[config.mk]
export PLATFORM = sky130hd
export DESIGN_NAME = bundle_unpacker
export DESIGN_NICKNAME = d
export VERILOG_FILES = /design/src/rtl/bundle_unpacker_pkg.sv /design/src/rtl/bundle_lane_select.sv /design/src/rtl/bundle_unpacker.sv
export SDC_FILE = /design/constraint.sdc
export NUM_CORES = 1
export LEC_CHECK = 0
export CORE_ASPECT_RATIO = 1.1
export CORE_MARGIN = 2
export CORE_UTILIZATION = 45
export CTS_CLUSTER_SIZE = 24
export DETAILED_ROUTE_END_ITERATION = 6
export HOLD_SLACK_MARGIN = 0.03
export PLACE_DENSITY = 0.76
export SLEW_MARGIN = 25
export SYNTH_ARGS = -nofsm -noshare
export SYNTH_HDL_FRONTEND = slang
export SYNTH_SLANG_ARGS = --single-unit
[constraint.sdc]
create_clock -name clk -period 6.8 [get_ports clk]
set_input_delay 0.68 -clock clk [delete_from_list [all_inputs] [get_ports clk]]
set_output_delay 0.68 -clock clk [all_outputs]
set_load 0.1 [all_outputs]
[src/rtl/bundle_unpacker_pkg.sv]
// Shared core package: slot geometry, PC step and unpacker state encoding.
package bundle_unpacker_pkg;

    localparam int SLOT_W   = 32;
    localparam int SLOTS    = 4;
    localparam int BUNDLE_W = SLOT_W * SLOTS;

    localparam logic [31:0] PC_STEP = 32'd4;

    typedef enum logic [1:0] {
        EMPTY = 2'd0,
        HALF0 = 2'd1,
        HALF1 = 2'd2
    } unpack_state_e;

    // First half that has work in a freshly accepted bundle.
    function automatic unpack_state_e entry_state(input logic [SLOTS-1:0] m);
        if (|m[1:0]) begin
            return HALF0;
        end else if (|m[3:2]) begin
            return HALF1;
        end
        return EMPTY;
    endfunction

endpackage

[src/rtl/bundle_lane_select.sv]
// Two-slot compaction onto issue lanes plus slot PC generation.
module bundle_lane_select
    import bundle_unpacker_pkg::*;
(
    input  logic              en_i,
    input  logic              half_i,
    input  logic [SLOT_W-1:0] slot_lo_i,
    input  logic [SLOT_W-1:0] slot_hi_i,
    input  logic [1:0]        mask_i,
    input  logic [31:0]       base_pc_i,
    output logic [SLOT_W-1:0] inst0_o,
    output logic [SLOT_W-1:0] inst1_o,
    output logic [31:0]       pc0_o,
    output logic [31:0]       pc1_o,
    output logic              inst0_valid_o,
    output logic              inst1_valid_o
);

    logic [31:0] pc_lo;
    logic [31:0] pc_hi;

    // Upper half starts two slots past the bundle PC; wraps mod 2^32.
    assign pc_lo = base_pc_i + (half_i ? (PC_STEP << 1) : 32'd0);
    assign pc_hi = pc_lo + PC_STEP;

    always_comb begin
        inst0_o       = '0;
        inst1_o       = '0;
        pc0_o         = '0;
        pc1_o         = '0;
        inst0_valid_o = 1'b0;
        inst1_valid_o = 1'b0;
        if (en_i) begin
            if (mask_i[0]) begin
                inst0_o       = slot_lo_i;
                pc0_o         = pc_lo;
                inst0_valid_o = 1'b1;
                if (mask_i[1]) begin
                    inst1_o       = slot_hi_i;
                    pc1_o         = pc_hi;
                    inst1_valid_o = 1'b1;
                end
            end else if (mask_i[1]) begin
                inst0_o       = slot_hi_i;
                pc0_o         = pc_hi;
                inst0_valid_o = 1'b1;
            end
        end
    end

endmodule

[src/rtl/bundle_unpacker.sv]
// Holds one fetch bundle and issues it as two halves onto two decode lanes.
module bundle_unpacker
    import bundle_unpacker_pkg::*;
(
    input  logic                clk,
    input  logic                rst,
    input  logic                flush,
    input  logic [BUNDLE_W-1:0] bundle_in,
    input  logic [31:0]         bundle_pc,
    input  logic [SLOTS-1:0]    bundle_mask,
    input  logic                bundle_valid,
    output logic                bundle_ready,
    input  logic                stall,
    output logic [SLOT_W-1:0]   inst0,
    output logic [SLOT_W-1:0]   inst1,
    output logic [31:0]         pc0,
    output logic [31:0]         pc1,
    output logic                inst0_valid,
    output logic                inst1_valid
);

    unpack_state_e       state_q, state_d;
    logic [BUNDLE_W-1:0] data_q, data_d;
    logic [31:0]         pc_q, pc_d;
    logic [SLOTS-1:0]    mask_q, mask_d;
    logic                xfer;
    logic                half;

    assign bundle_ready = !rst && !flush &&
        (state_q == EMPTY || (state_q == HALF1 && !stall));
    assign xfer = bundle_valid && bundle_ready;

    always_comb begin
        state_d = state_q;
        data_d  = data_q;
        pc_d    = pc_q;
        mask_d  = mask_q;
        if (flush) begin
            state_d = EMPTY;
        end else if (xfer) begin
            state_d = entry_state(bundle_mask);
            data_d  = bundle_in;
            pc_d    = bundle_pc;
            mask_d  = bundle_mask;
        end else if (!stall) begin
            // HALF0 with an empty upper half retires the bundle at once.
            case (state_q)
                HALF0:   state_d = (|mask_q[3:2]) ? HALF1 : EMPTY;
                HALF1:   state_d = EMPTY;
                default: state_d = state_q;
            endcase
        end
    end

    always_ff @(posedge clk) begin
        if (rst) begin
            state_q <= EMPTY;
            data_q  <= '0;
            pc_q    <= '0;
            mask_q  <= '0;
        end else begin
            state_q <= state_d;
            data_q  <= data_d;
            pc_q    <= pc_d;
            mask_q  <= mask_d;
        end
    end

    assign half = (state_q == HALF1);

    bundle_lane_select u_lane_select (
        .en_i          (state_q != EMPTY),
        .half_i        (half),
        .slot_lo_i     (half ? data_q[95:64]  : data_q[31:0]),
        .slot_hi_i     (half ? data_q[127:96] : data_q[63:32]),
        .mask_i        (half ? mask_q[3:2]    : mask_q[1:0]),
        .base_pc_i     (pc_q),
        .inst0_o       (inst0),
        .inst1_o       (inst1),
        .pc0_o         (pc0),
        .pc1_o         (pc1),
        .inst0_valid_o (inst0_valid),
        .inst1_valid_o (inst1_valid)
    );

endmodule
==> flow_metrics.tcl, run 1 <==
set metrics [dict create \
    floorplan.die_area_um2 21700 \
    synth_most_common_cell "sky130_fd_sc_hd__nand2_1" \
    core-area_um2 20400 \
    synth_edf_count 0 \
    starting_drt_drc_count 808 \
    cts.root.buffer_cell "sky130_fd_sc_hd__clkbuf_16" \
    max-clock-path-buffers 2 \
    combinationalPowerShare 0.109 \
    post_route_standard_cell_area_excluding_fillers_um2 12700 \
    number_of_vias_in_the_routed_layout 10021 \
    area.sequential_um2 3320 \
    final_core_util 0.622 \
    wl_met2_um 15200 \
    place.gp.congestion 0.915 \
    proportion_of_synthesized_flip_flops_having_asynchronous_set_or_reset 0 \
    global_route.overflow_total 0 \
    power_leakage_nw 4.50 \
    postRouteAntennaNets 0 \
    path_clk_slew_ns 0.06 \
    floorplan.die.height_um 154 \
    nFillCells 1907 \
    remaining_drc_errors 0 \
    p_sw_frac 0.251 \
    pwr_density_cell_nw_per_um2 179 \
    grtUsageTotal 0.273 \
    startpoint "state_q[0]" \
    synth_area_leaders "sky130_fd_sc_hd__dfxtp_1 36%, sky130_fd_sc_hd__nand2_1 15%, sky130_fd_sc_hd__a21oi_1 9.7%" \
    maxClockFrequency_ghz 0.170 \
    area_growth_pct 37.1 \
    report.final.slew_viol_count 0 \
    cts.hold.buffers_added 0 \
    cts_resized 0 \
    postSynth.topFlopCell "sky130_fd_sc_hd__dfxtp_1" \
    time_the_final_worst_path_needs_with_i_o_delays_and_setup_ns 5.88 \
    netlist_area_um2 9250 \
    per_cell_routed_wire_length_um 17.1 \
    hold_depth 2 \
    clock_skew_ns 0.0138 \
    boundaryPins 300 \
    net-switching-power_mw 0.569 \
    ws_path_type "flop to output port" \
    cp.required_ns 6.12 \
    avgViaCountPerCell 5.57 \
    antenna_found_initial 2 \
    critPathCaptureType "output port" \
    netlist_instances 1307 \
    num_rows 55 \
    cellInternalPower_mw 1.70 \
    tns_ns 0 \
    synth-warning-count 0 \
    dr_wl_met3_um 1890 \
    place.detailed.instances 1767 \
    synthTopCellsByCount "380 x sky130_fd_sc_hd__nand2_1, 179 x sky130_fd_sc_hd__a21oi_1, 166 x sky130_fd_sc_hd__dfxtp_1, 119 x sky130_fd_sc_hd__nor2_1, 90 x sky130_fd_sc_hd__clkbuf_1" \
    total_area_of_multi_input_combinational_cells_um2 5480 \
    tritoncts.num_buffers 17 \
    pwr-share-clk 0.435 \
    cp-start-kind "flop" \
    synth.top_cell.area_share 0.359 \
    clock_tree.htree_level_count 4 \
    synth_top_cell_by_area "sky130_fd_sc_hd__dfxtp_1" \
    effective_utilization_at_floorplan 0.454 \
    cts_setup_buffers 0 \
    first_global_vias 9237 \
    wirelength_um 30800 \
    distinct_cell_type_count_of_the_synthesized_netlist 66 \
    outcome "finished, final reports clean" \
    seq_power_share 0.456 \
    number_of_violations_of_the_max_capacitance_limit 0 \
    report.final.hold_viol_count 0 \
    post_dp_cell_area_um2 12100 \
    die_width_um 141 \
    layout.nets 1702 \
    vdd_ir_drop_max_uv 168 \
    grt_max_degree 89 \
    mappedNetlistNets 1479 \
    final.period_utilization 0.865 \
    ys_ff_latch 166 \
    cp_max_fo 14 \
    arrival_ns 5.20 \
    timing.rr.start "state_q[0]" \
    top_layer "met5" \
    tritoncts "built" \
    detail_route.wirelength.met1_um 13000 \
    proportion_of_layout_cells_with_a_drive_suffix_above_1 0.0855 \
    timing.hold.worst.class "flop to flop" \
    cts_num_sinks 166 \
    holdCritStartpoint "data_q[44]" \
    hpwlAfterDp_um 21700 \
    worstSkewPairLatency_ns 0.42 \
    port_buffers 299 \
    setup_viol 0 \
    max_slew.worst_pin.slew_ns 1.06 \
    postSynthAreaPerCell_um2 7.07 \
    post_layout_nonfiller_instances 1800 \
    rsz0062_at_grt "false" \
    r2r_cells 5 \
    sequential_element_share_of_the_synthesized_area 0.359 \
    global_route_wire_length_before_repair_um 48200 \
    max_slew_margin 0.294 \
    detail_route.first_pass.iterations 6 \
]
## placed cells by master (no fill, tap or decap), drive strengths merged, types with 3 or more instances in the layout
cell / instances
and2: 9
a221o: 31
and3: 8
a211oi: 6
nor3: 20
dfxtp: 166
nand4: 18
nor2: 119
nand2b: 9
xor2: 21
ha: 3
o31ai: 5
buf: 76
a21oi: 179
inv: 12
nor4: 10
nand2: 381
mux2i: 36
o21ai: 44
clkbuf: 19
nand3: 21
a31o: 5
o21a: 5
xnor2: 32
o211ai: 4
nand3b: 4
nor4b: 3
clkinv: 5
a211o: 6
or3: 3
nor2b: 4
or4: 10
and4: 4
clkdlybuf4s50: 234
## final cells by class
class | instances | share of cell area
tap | 256 | 0.0253
clock buffer | 19 | 0.0349
multi-input combinational | 1028 | 0.433
timing repair buffer | 310 | 0.230
inverter | 7 | 0.00207
clock inverter | 13 | 0.0129
antenna | 1 | 0.000197
sequential | 166 | 0.262
## critical path, cell delays in order (launching register included)
cell and delay (ns):
sky130_fd_sc_hd__dfxtp_1 0.43, sky130_fd_sc_hd__nand2b_2 0.25, sky130_fd_sc_hd__inv_1 0.16, sky130_fd_sc_hd__ha_1 0.34, sky130_fd_sc_hd__ha_1 0.39, sky130_fd_sc_hd__nand4_1 0.21
sky130_fd_sc_hd__or4b_1 0.56, sky130_fd_sc_hd__and2_1 0.19, sky130_fd_sc_hd__or4_1 0.71, sky130_fd_sc_hd__or4_1 0.68, sky130_fd_sc_hd__nor4_1 0.31, sky130_fd_sc_hd__mux2i_1 0.24
sky130_fd_sc_hd__buf_4 0.31
## through the flow
stage / power (mW) / hold WS [ns] / setup slack [ns]
6_report: 2.27 / 0.454 / 0.921
5_1_grt: 2.35 / 0.470 / 0.610
4_1_cts: 2.28 / 0.456 / 0.925
3_5_place_dp: 1.30 / 0.447 / 1.41
3_3_place_gp: 1.30 / 0.442 / 1.49
2_1_floorplan: 1.17 / 0.436 / 0.456
## layer usage
| metal | vias to the layer above | global-route usage |
|---|---|---|
| met3 | 46 | 0.0508 |
| met2 | 347 | 0.480 |
| met1 | 4706 | 0.341 |
| met5 | - | 0 |
| met4 | 4 | 0.0810 |
| li1 | 4918 | - |
## kinds of logic after synthesis
family / Yosys count / share of synthesized area
flops: 166 / 0.359
compound gates: 304 / 0.199
buf+inv: 113 / 0.0495
mux: 37 / 0.0402
fa+ha+maj: 3 / 0.00406
xor+xnor: 53 / 0.0502
simple gates: 631 / 0.298
## power groups by stage
stage | Sequential (mW) | Clock (mW) | Combinational [mW]
after floorplan | 1.04 | 0 | 0.126
after global placement | 1.05 | 0 | 0.244
after detailed placement | 1.05 | 0 | 0.247
after CTS | 1.03 | 1.00 | 0.248
after global routing | 1.04 | 1.04 | 0.270
final | 1.03 | 0.985 | 0.248
## sequential cells by signal, summed over array words and instances, names as in the netlist
name and cells:
data_q 128, pc_q 32, mask_q 4, state_q 2
## worst paths after layout
check | end | slack (ns)
max reg2reg | state_q[1] | 3.70
min reg2reg | data_q[44] | 0.45
min | data_q[44] | 0.45
max | pc0[29] | 0.92
No activity file was read; power rests on OpenSTA's default activity.
==> inputs of run 2 (changes only) <==
Settings changed: SKIP_CTS_REPAIR_TIMING from default to 1.
==> results of run 2 <==
Final layout, timing and power as in run 1 (identical DEF).
